<file path="config.mk">
export PLATFORM = sky130hd
export DESIGN_NAME = caddr_boot_seq
export DESIGN_NICKNAME = d
export VERILOG_FILES = /design/src/rtl/caddr_boot_seq.sv
export SDC_FILE = /design/constraint.sdc
export NUM_CORES = 1
export LEC_CHECK = 0
export CORE_MARGIN = 5
export CORE_UTILIZATION = 45
export CTS_CLUSTER_SIZE = 40
export DETAILED_ROUTE_END_ITERATION = 16
export GPL_ROUTABILITY_DRIVEN = 1
export GPL_TIMING_DRIVEN = 0
export HOLD_SLACK_MARGIN = 0.1
export PLACE_DENSITY = 0.72
export RECOVER_POWER = 25
export SLEW_MARGIN = 0
export SYNTH_ARGS = -nofsm -noshare
export SYNTH_HDL_FRONTEND = slang
export SYNTH_SLANG_ARGS = --single-unit
</file>
<file path="constraint.sdc">
create_clock -name clk -period 3.9 [get_ports clk]
set_input_delay 1.17 -clock clk [delete_from_list [all_inputs] [get_ports clk]]
set_output_delay 1.17 -clock clk [all_outputs]
set_load 0.02 [all_outputs]
</file>
<file path="src/rtl/caddr_boot_seq.sv">
// Power-on reset and boot-key sequencer in front of the caddr CPU: holds the CPU
// in reset, pulses boot1_n/boot2_n, and replays the sequence on a debounced two-key press.
module caddr_boot_seq #(
  parameter int unsigned RESET_CYCLES    = 13,
  parameter int unsigned GAP_CYCLES      = 1,
  parameter int unsigned BOOT_CYCLES     = 1,
  parameter int unsigned DEBOUNCE_CYCLES = 16
) (
  input  logic       clk,
  input  logic       power_reset_n,
  input  logic       boot1_key_n,
  input  logic       boot2_key_n,
  output logic       cpu_reset_n,
  output logic       boot1_n,
  output logic       boot2_n,
  output logic       busy,
  output logic [1:0] dbg_state_o
);

  typedef enum logic [1:0] {
    ST_HOLD  = 2'd0,
    ST_GAP   = 2'd1,
    ST_PULSE = 2'd2,
    ST_RUN   = 2'd3
  } state_t;

  localparam logic [15:0] RESET_LAST = 16'(RESET_CYCLES - 1);
  localparam logic [15:0] GAP_LAST   = 16'(GAP_CYCLES - 1);
  localparam logic [15:0] BOOT_LAST  = 16'(BOOT_CYCLES - 1);
  localparam logic [15:0] DEB_LAST   = 16'(DEBOUNCE_CYCLES - 1);

  // ---------------------------------------------------------------------------
  // Reset synchronizer: asserts asynchronously, releases on the 2nd clk edge.
  // ---------------------------------------------------------------------------
  logic [1:0] rst_sync_q;
  logic       rst_int_n;

  always_ff @(posedge clk or negedge power_reset_n) begin
    if (!power_reset_n) begin
      rst_sync_q <= 2'b00;
    end else begin
      rst_sync_q <= {rst_sync_q[0], 1'b1};
    end
  end

  assign rst_int_n = rst_sync_q[1];

  // ---------------------------------------------------------------------------
  // Key synchronizers run from the raw reset so a key already held during
  // power-up is seen as pressed on the first edge the sequencer is live.
  // ---------------------------------------------------------------------------
  logic [1:0] key1_sync_q;
  logic [1:0] key2_sync_q;
  logic [1:0] key_smp;

  always_ff @(posedge clk or negedge power_reset_n) begin
    if (!power_reset_n) begin
      key1_sync_q <= 2'b11;
      key2_sync_q <= 2'b11;
    end else begin
      key1_sync_q <= {key1_sync_q[0], boot1_key_n};
      key2_sync_q <= {key2_sync_q[0], boot2_key_n};
    end
  end

  assign key_smp = {key2_sync_q[1], key1_sync_q[1]};

  // ---------------------------------------------------------------------------
  // Debouncers: level flips after DEBOUNCE_CYCLES consecutive differing samples.
  // ---------------------------------------------------------------------------
  logic [1:0]  deb_lvl_q;
  logic [1:0]  deb_lvl_d;
  logic [15:0] deb_cnt_q [2];
  logic [15:0] deb_cnt_d [2];

  always_comb begin
    for (int k = 0; k < 2; k++) begin
      deb_lvl_d[k] = deb_lvl_q[k];
      deb_cnt_d[k] = 16'd0;
      if (key_smp[k] != deb_lvl_q[k]) begin
        if (deb_cnt_q[k] == DEB_LAST) begin
          deb_lvl_d[k] = ~deb_lvl_q[k];
        end else begin
          deb_cnt_d[k] = deb_cnt_q[k] + 16'd1;
        end
      end
    end
  end

  always_ff @(posedge clk or negedge rst_int_n) begin
    if (!rst_int_n) begin
      deb_lvl_q    <= 2'b11;
      deb_cnt_q[0] <= 16'd0;
      deb_cnt_q[1] <= 16'd0;
    end else begin
      deb_lvl_q    <= deb_lvl_d;
      deb_cnt_q[0] <= deb_cnt_d[0];
      deb_cnt_q[1] <= deb_cnt_d[1];
    end
  end

  // ---------------------------------------------------------------------------
  // Sequencer FSM.
  // ---------------------------------------------------------------------------
  state_t      state_q, state_d;
  logic [15:0] cnt_q, cnt_d;
  logic        armed_q, armed_d;
  logic        cpu_reset_n_q, cpu_reset_n_d;
  logic        boot_n_q, boot_n_d;
  logic        busy_q, busy_d;
  logic        keys_released;
  logic        keys_pressed;
  logic        restart;

  // Released means debounced high and the live sample agrees, so the reset
  // default of the debouncers never arms a restart while keys are held.
  assign keys_released = (&deb_lvl_q) & (&key_smp);
  assign keys_pressed  = ~|deb_lvl_q;
  assign restart       = (state_q == ST_RUN) && armed_q && keys_pressed;

  always_comb begin
    state_d = state_q;
    cnt_d   = cnt_q + 16'd1;
    armed_d = armed_q;

    if (restart) begin
      armed_d = 1'b0;
    end else if (keys_released) begin
      armed_d = 1'b1;
    end

    case (state_q)
      ST_HOLD: begin
        if (cnt_q == RESET_LAST) begin
          state_d = ST_GAP;
          cnt_d   = 16'd0;
        end
      end
      ST_GAP: begin
        if (cnt_q == GAP_LAST) begin
          state_d = ST_PULSE;
          cnt_d   = 16'd0;
        end
      end
      ST_PULSE: begin
        if (cnt_q == BOOT_LAST) begin
          state_d = ST_RUN;
          cnt_d   = 16'd0;
        end
      end
      ST_RUN: begin
        cnt_d = 16'd0;
        if (restart) begin
          state_d = ST_HOLD;
        end
      end
      default: begin
        state_d = ST_HOLD;
        cnt_d   = 16'd0;
      end
    endcase

    // Outputs are registered from the next state so pins change on the transition edge.
    cpu_reset_n_d = (state_d != ST_HOLD);
    boot_n_d      = (state_d != ST_PULSE);
    busy_d        = (state_d != ST_RUN);
  end

  always_ff @(posedge clk or negedge rst_int_n) begin
    if (!rst_int_n) begin
      state_q       <= ST_HOLD;
      cnt_q         <= 16'd0;
      armed_q       <= 1'b0;
      cpu_reset_n_q <= 1'b0;
      boot_n_q      <= 1'b0;
      busy_q        <= 1'b1;
    end else begin
      state_q       <= state_d;
      cnt_q         <= cnt_d;
      armed_q       <= armed_d;
      cpu_reset_n_q <= cpu_reset_n_d;
      boot_n_q      <= boot_n_d;
      busy_q        <= busy_d;
    end
  end

  assign cpu_reset_n = cpu_reset_n_q;
  assign boot1_n     = boot_n_q;
  assign boot2_n     = boot_n_q;
  assign busy        = busy_q;
  assign dbg_state_o = state_q;

endmodule
</file>
==> results_dict.tcl <==
set metrics [dict create \
    grt_pass1_vias 1957 \
    cp.required_ps 2730 \
    cts_setup_buffers 0 \
    cts_buffer_depth 2 \
    hold_viol 0 \
    crit_fanout 7 \
    worst-path-stages 1 \
    yosys-top-cells-area "dfrtp_1 (46%), xor2_1 (7.4%), nor2_1 (6.7%)" \
    drt-initial-drc-count 91 \
    synth_top_area_share_pct 46.3 \
    period_minus_slack_ps 2650 \
    fillers 579 \
    end_kind "output port" \
    routed_wl_um 5050 \
    power_frac_seq_pct 55.4 \
    drc_errors 0 \
    viasPerCell 5.27 \
    syn_avg_cell_area_um2 10.3 \
    p_leak_nw 1.41 \
    syn-num-nets 301 \
    multi_input_area_mm2 0.00134 \
    outcome "complete, but fails checks" \
    pin_count 10 \
    overflow 0 \
    layout-drive-gt1-share_pct 11.4 \
    synth.cell_area_mm2 0.00297 \
    drv_cap 1 \
    finalSetupViolations 0 \
    cts_resized 0 \
    seqCellArea_mm2 0.00156 \
    cts_buffers 9 \
    syn2layout_area_growth_pct 12.4 \
    nNetsFinal 322 \
    synthDistinctLibCells 41 \
    placementRows 29 \
    post_drt_wl_per_cell_um 12.9 \
    die_h_um 91.3 \
    cts_tree "yes" \
    cts.sinks 62 \
    synth_seq_cells 62 \
    rsz0062_at_grt "false" \
    critPathKind "flop to output port" \
    ir_worst_vdd_v 0.000165 \
    core_mm2 0.00639 \
    power_mw 1.20 \
    fin_crit_sh_pct 68.0 \
    antenna_found_initial 0 \
    start_util_pct 46.6 \
    cts-root-buf "clkbuf_8" \
    num_vias 2065 \
    drv_slew 35 \
    fin_tns_setup_ps 0 \
    critPathTopFamily "buffers and inverters" \
    htreeDepth 3 \
    clk_latency_ps 340 \
    hp-class "flop to async pin" \
    die_x_um 91.3 \
    tightestPinTransition_ps 1810 \
    worstPathArrival_ps 1480 \
    ys.flop_type "dfrtp_1" \
    synth-edff-count 0 \
    swShare_pct 22.8 \
    yosys_warnings 0 \
    globalplace.congestion 0.804 \
    fmax_mhz 377 \
    dp_cells 376 \
    intPower_uw 926 \
    syn_inst 289 \
    first_pass_iters 4 \
    comb_power_share_pct 2.0 \
    ant_nets 0 \
    relSlewSlack_pct -20.5 \
    cpPeakStageDelay_ps 650 \
    critPathBufInv 1 \
    grt_max_degree 35 \
    crit_slowest_cell "clkdlybuf4s50_1" \
    grt_pass1_wl_um 8760 \
    netSwitchingPower_uw 273 \
    grt_use_total_pct 12.9 \
    violations "max-capacitance violations, max-slew violations" \
    final_cells 392 \
    dp_worst_setup_slack_ps 1620 \
    crit_chain "clkdlybuf4s50_1" \
    r2r_cells 1 \
    async_reset_ff_share_pct 100 \
    antenna_cells 0 \
    p_clk_share_pct 42.6 \
    clk_pin_slew_ps 80 \
    die-area_mm2 0.00833 \
    fin_util_pct 52.3 \
    p_per_area_mw_per_mm2 359 \
    synth_seq_area_share_pct 52.5 \
    portBuffers 9 \
    fin_ws_ps 1250 \
    skew_ps 15.8 \
    post-dp-hpwl_um 3470 \
    start_kind "flop" \
    cts_hold_buf 0 \
    synth_area_leader_cell "dfrtp_1" \
]
[layout make-up]
cell class | instances | area share, %
sequential | 62 | 46.7
multi-input combinational | 209 | 40.0
clock buffer | 13 | 4.75
tap | 77 | 2.88
timing repair buffer | 10 | 2.81
inverter | 11 | 1.24
buffer | 7 | 1.01
clock inverter | 3 | 0.599
[synth_stat cells (all sizes together) (4+ instances only)]
master  count
or2         4
buf         4
nand4      14
a21oi       4
and3        6
dfstp       7
nor3        8
dfrtp      55
nand2      18
xnor2      16
ha          8
nand3      15
nor2       53
xor2       25
inv        11
nor4        9
[logic make-up after synthesis]
kind of cell	count (synthesis)	share of synthesized area (%)
and+or+nand+nor	142	24.7
adders and majority gates	8	3.37
AOI/OAI and AO/OA	15	4.00
DFF	62	52.5
muxes	2	0.758
buffers and inverters	18	2.53
other	1	0.126
xor gates and xnor gates	41	12.1
[layer usage]
layer  share of wire (%)  GRT usage, %
met1                  49          17.6
met2                  45          19.1
met3                 3.6          2.48
met4                 2.6          7.82
met5                   0             0
[path summary, 6_finish.rpt]
| path | startpoint | endpoint | slack, ps |
|---|---|---|---|
| min in group clk | rst_sync_q[0] | rst_sync_q[1] | 350 |
| max in group asynchronous | rst_sync_q[1] | cnt_q[13] | 1390 |
| max | dbg_state_o[1] | dbg_state_o[1] | 1250 |
| max reg2reg | rst_sync_q[1] | cnt_q[13] | 1390 |
| min reg2reg | rst_sync_q[1] | deb_cnt_q[4] | 350 |
| min | rst_sync_q[1] | deb_cnt_q[4] | 350 |
[layout by cell type (no fill, tap or decap), types with 2 or more instances in the layout]
cell type and instances:
xnor2_1 16, clkinvlp_4 2, ha_1 8, o21ai_0 3
and4_1 3, xor2_1 25, clkdlybuf4s50_1 9, inv_1 11
or3_1 3, or2_1 2, dfrtp_1 55, nand4_1 13
nand2_1 18, dfstp_2 7, and2_1 3, clkbuf_1 6
buf_2 3, nand3_1 15, a21oi_1 4, nor4_1 8
and3_1 5, nand2b_1 3, nor2_1 53, nor3_1 7
clkbuf_8 11, mux2_2 2, a31oi_1 2
[sequential cells by signal, summed over array words and instances (netlist names), 2 cells and up]
signal	cells
deb_cnt_q	32
cnt_q	16
dbg_state_o	2
deb_lvl_q	2
key1_sync_q	2
key2_sync_q	2
rst_sync_q	2
[stage by stage]
step	hold WS (ps)	instance area [µm²]
2_1_floorplan	331	2970
3_3_place_gp	332	3160
3_5_place_dp	254	3180
4_1_cts	253	3360
5_1_grt	365	3340
6_report	347	3340
[power groups by stage]
stage               combinational, mW  clock, mW  sequential (mW)
detailed placement             0.0273          0            0.676
global route                   0.0291      0.556            0.666
global placement               0.0177          0            0.682
CTS                            0.0272      0.522            0.664
floorplan                      0.0112          0            0.678
finish                         0.0245      0.511            0.664
Power figures use the tool's default switching activity.
